File: config.mk
export PLATFORM = sky130hd
export DESIGN_NAME = hvac_zone_ctrl
export DESIGN_NICKNAME = d
export VERILOG_FILES = /design/src/rtl/hvac_zone_ctrl.sv
export SDC_FILE = /design/constraint.sdc
export NUM_CORES = 1
export LEC_CHECK = 0
export CAP_MARGIN = 10
export CORE_AREA = 2 2 39 41
export DETAILED_ROUTE_END_ITERATION = 7
export DIE_AREA = 0 0 41 43
export PLACE_DENSITY = 0.56
export SYNTH_ARGS = -nofsm -noshare
export SYNTH_HDL_FRONTEND = slang
export SYNTH_SLANG_ARGS = --single-unit
File: constraint.sdc
create_clock -name clk -period 1.9 [get_ports clk]
set_input_delay 0.38 -clock clk [delete_from_list [all_inputs] [get_ports clk]]
set_output_delay 0.38 -clock clk [all_outputs]
set_load 0.1 [all_outputs]
File: src/rtl/hvac_zone_ctrl.sv
// Single-zone heat/cool controller with hysteresis and minimum-dwell timing.
// Optional sticky sensor-fault state is enabled by defining HVAC_FAULT_EN.
module hvac_zone_ctrl #(
    parameter int TEMP_W       = 5,
    parameter int HEAT_ON      = 18,
    parameter int HEAT_OFF     = 20,
    parameter int COOL_ON      = 22,
    parameter int COOL_OFF     = 20,
    parameter int MIN_DWELL    = 4,
    parameter int TEMP_MIN     = 2,
    parameter int TEMP_MAX     = 30,
    parameter int FAULT_CYCLES = 3
) (
    input  logic              clk,
    input  logic              rst,
    input  logic              enable,
    input  logic [TEMP_W-1:0] temperature,
    output logic              heating,
    output logic              cooling,
    output logic [1:0]        state,
    output logic              fault
);

    typedef enum logic [1:0] {
        IDLE     = 2'b00,
        HEAT     = 2'b01,
        COOL     = 2'b10,
        FAULT_ST = 2'b11
    } st_t;

    localparam int DW = $clog2(MIN_DWELL + 1);

    // Elaboration-time guard: also the only consumer of the fault limits when the fault path is compiled out.
    if (MIN_DWELL < 1 || !(HEAT_ON < HEAT_OFF && HEAT_OFF <= COOL_OFF && COOL_OFF < COOL_ON) ||
        TEMP_MIN > TEMP_MAX || FAULT_CYCLES < 1) begin : g_bad_param
        $error("hvac_zone_ctrl: illegal parameter set");
    end

    st_t           cur;
    st_t           nxt;
    logic [DW-1:0] dwell_cnt;
    logic          dwell_done;

    assign dwell_done = (dwell_cnt == DW'(MIN_DWELL));
    assign state      = cur;

`ifdef HVAC_FAULT_EN
    localparam int FW = $clog2(FAULT_CYCLES + 1);

    logic [FW-1:0] oor_cnt;
    logic          oor;
    logic          trip;

    assign oor  = (temperature < TEMP_W'(TEMP_MIN)) || (temperature > TEMP_W'(TEMP_MAX));
    // Trips on the edge that samples the FAULT_CYCLES-th consecutive bad reading.
    assign trip = oor && (oor_cnt >= FW'(FAULT_CYCLES - 1));

    always_ff @(posedge clk) begin
        if (rst)
            oor_cnt <= '0;
        else if (!oor)
            oor_cnt <= '0;
        else if (oor_cnt != FW'(FAULT_CYCLES))
            oor_cnt <= oor_cnt + 1'b1;
    end
`endif

    always_comb begin
        nxt = cur;
        if (!enable) begin
            nxt = IDLE;
        end else if (dwell_done) begin
            case (cur)
                IDLE: begin
                    if (temperature <= TEMP_W'(HEAT_ON))
                        nxt = HEAT;
                    else if (temperature >= TEMP_W'(COOL_ON))
                        nxt = COOL;
                end
                HEAT:    if (temperature >= TEMP_W'(HEAT_OFF)) nxt = IDLE;
                COOL:    if (temperature <= TEMP_W'(COOL_OFF)) nxt = IDLE;
                default: nxt = cur;
            endcase
        end
`ifdef HVAC_FAULT_EN
        if (cur == FAULT_ST || trip)
            nxt = FAULT_ST;
`endif
    end

    always_ff @(posedge clk) begin
        if (rst) begin
            cur       <= IDLE;
            dwell_cnt <= DW'(MIN_DWELL);
            heating   <= 1'b0;
            cooling   <= 1'b0;
        end else begin
            cur     <= nxt;
            heating <= (nxt == HEAT);
            cooling <= (nxt == COOL);
            if (nxt != cur)
                dwell_cnt <= DW'(1);
            else if (!dwell_done)
                dwell_cnt <= dwell_cnt + 1'b1;
        end
    end

`ifdef HVAC_FAULT_EN
    always_ff @(posedge clk) begin
        if (rst)
            fault <= 1'b0;
        else
            fault <= (nxt == FAULT_ST);
    end
`else
    assign fault = 1'b0;
`endif

endmodule

==> flow_summary.ini <==
[timing]
drv_slew = 0
min_period_over_period_pct = 87.1
min_period_ns = 1.65
max_freq_ghz = 0.605
fin_skew_ns = 0.00159
tns_ns = 0
rsz0062_at_grt = no
timing.final.hold_violations = 0
setup_viol = 0

[floorplan]
io_pins = 13
num_rows = 14
core-area_mm2 = 0.00138
start_util_pct = 29.6
dieWidth_um = 41
fp.dieH_um = 43
dieArea_mm2 = 0.00176

[setup_path]
r2r_start = dwell_cnt[0]$_SDFFE_PP0P_
start_kind = input pin
reg2reg_depth = 6
required_ns = 2.04
crit_fanout = 3
slowest_stage = clkdlybuf4s50_1
setup.worst_path.end_class = flip-flop
crit_arrival_ns = 1.80
slowest_delay_ns = 0.44
r2r_setup_slack_ns = 0.25
crit_chain = clkdlybuf4s50_1, a211o_1, a2111oi_2, a21oi_1, a31o_1
criticalPathCategory = in -> reg
rr_endpoint = dwell_cnt[2]$_SDFFE_PP1P_

[synthesis]
ys_ff_latch = 7
synth_area_leaders = dfxtp_1 (34%), nor3_1 (7.3%), ha_1 (6.1%)
synth_area_leader_cell = dfxtp_1
yosys_warnings = 0
synth_nets = 61
syn_area_um2 = 409
synth_top_area_share_pct = 34.3
postSynthAreaPerCell_um2 = 8.02
ys_seq_area_share_pct = 34.3
yosysUniqueCellTypes = 24
syn_inst = 51

[route]
wl_um = 908
ant_nets = 0
drt_first_pass_iters = 2
routedWlPerCell_um = 10.7
first_iter_violations = 9
vias = 418
drc = 0
routed_via_density = 4.92

[clocking]
clock_path_buffers = 2
cts_sinks = 7
htree_levels = 1
clk_pin_slew_ns = 0.05
ctsHoldBuffers = 0
cts_tree = yes
cts_setup_buffers = 0
cts_resized = 0
cts_root_buf = clkbuf_4
cts_buffers = 3
clk_latency_ns = 0.25

[global_routing]
grt_overflow = 0
grt_max_degree = 8
grt_usage_pct = 13.2
grt_pass1_wl_um = 1510
antenna_found_initial = 0
grt_pass1_vias = 401

[job]
drv_cap = 0

[finish]
multi_input_area_um2 = 250
fillCellCount = 150
regArea_um2 = 140
num-nets-final = 80
utilization_pct = 43.6
synthToLayoutAreaGrowth_pct = 47.4
drive_above_1_share_pct = 18.8
layout_common_cells = dfxtp_1 (7), clkdlybuf4s50_1 (7), nor3_1 (6), nor2_1 (6), buf_4 (6)
antenna_cells = 0
final_cells = 85

[place]
dp.cells = 81
gp_congestion = 0.712
portBuffers = 11
post-dp-hpwl_um = 750

[power]
power_density_mw_per_mm2 = 1310
peakVddDrop_uv = 508
power.total_mw = 0.788
leakagePower_nw = 0.241

[status]
status = complete, no violations

[worst_hold_path]
holdPathStages = 2
hold_class = reg -> reg
whs_endpoint = dwell_cnt[0]$_SDFFE_PP0P_
hp-start = dwell_cnt[0]$_SDFFE_PP0P_
==> final cells by class <==
class                      count  area share (%)
multi-input combinational     40            41.5
timing repair buffer          15            25.7
clock buffer                   4            4.36
tap                           16            3.32
inverter                       3            1.87
sequential                     7            23.2
==> where the power goes <==
part	internal, mW	leakage [nW]	switching, mW
logic	0.162	0.169	0.256
registers	0.189	0.0574	0.0475
clock network	0.0800	0.0150	0.0532
==> state kept, by name, summed over array words and instances (netlist names) <==
signal / cells
dwell_cnt: 3
cooling: 1
heating: 1
state: 2
==> worst max path at each step <==
stage	start	endpoint	slack, ns	depth (start not counted)
floorplan	state[0]$_SDFF_PP0_	dwell_cnt[1]$_SDFFE_PP0N_	0.01	4
finish	temperature[3]	dwell_cnt[2]$_SDFFE_PP1P_	0.25	5
detailed placement	temperature[3]	dwell_cnt[2]$_SDFFE_PP1P_	-0.009	5
global route	dwell_cnt[0]$_SDFFE_PP0P_	dwell_cnt[2]$_SDFFE_PP1P_	0.10	6
global placement	temperature[3]	dwell_cnt[2]$_SDFFE_PP1P_	-0.01	5
CTS	temperature[3]	dwell_cnt[2]$_SDFFE_PP1P_	0.25	5
==> Yosys cell counts <==
master and count:
a2111oi_2 1, a211o_1 1, a21oi_1 3, a31o_1 1, a31oi_1 1, a41oi_1 1
and2_1 1, and3_2 1, and4b_1 1, buf_4 1, conb_1 1, dfxtp_1 7
ha_1 2, inv_1 3, nand2_1 3, nand2b_1 3, nand3_1 2, nand4b_1 1
nor2_1 6, nor3_1 6, o21a_1 1, o21ai_0 2, o31ai_1 1, xnor2_1 1
==> cell families after synthesis <==
group	after synthesis	synth area share [%]
AND/OR/NAND/NOR	24	30.6
AO/OA/AOI/OAI	12	21.4
flip-flops	7	34.2
buffers and inverters	4	4.59
adder cells (fa/ha/maj)	2	6.12
XOR/XNOR	1	2.14
other	1	0.917
==> per-layer routing <==
| metal | up-vias | wire [um] | global-route usage, % | part of all wire (%) |
|---|---|---|---|---|
| met3 | 4 | 43 | 3.14 | 4.7 |
| met1 | 183 | 430 | 14.0 | 47 |
| met2 | 11 | 408 | 20.0 | 45 |
| li1 | 220 | - | - | - |
| met5 | - | 0 | 0 | 0 |
| met4 | 0 | 25 | 12.0 | 2.8 |
==> metrics by stage <==
step                cell area [um2]  hold WS, ns  setup slack [ns]
finish                          603        0.626             0.246
global route                    603        0.692             0.103
CTS                             603        0.628             0.248
detailed placement              577        0.617          -0.00887
floorplan                       409        0.449            0.0150
global placement                577        0.627           -0.0122
==> worst max-delay path: cells and delay by family <==
kind | cells | cell delay [ns]
AOI/OAI and AO/OA | 4 | 0.97
buffers and inverters | 1 | 0.44
Power figures use the tool's default switching activity.
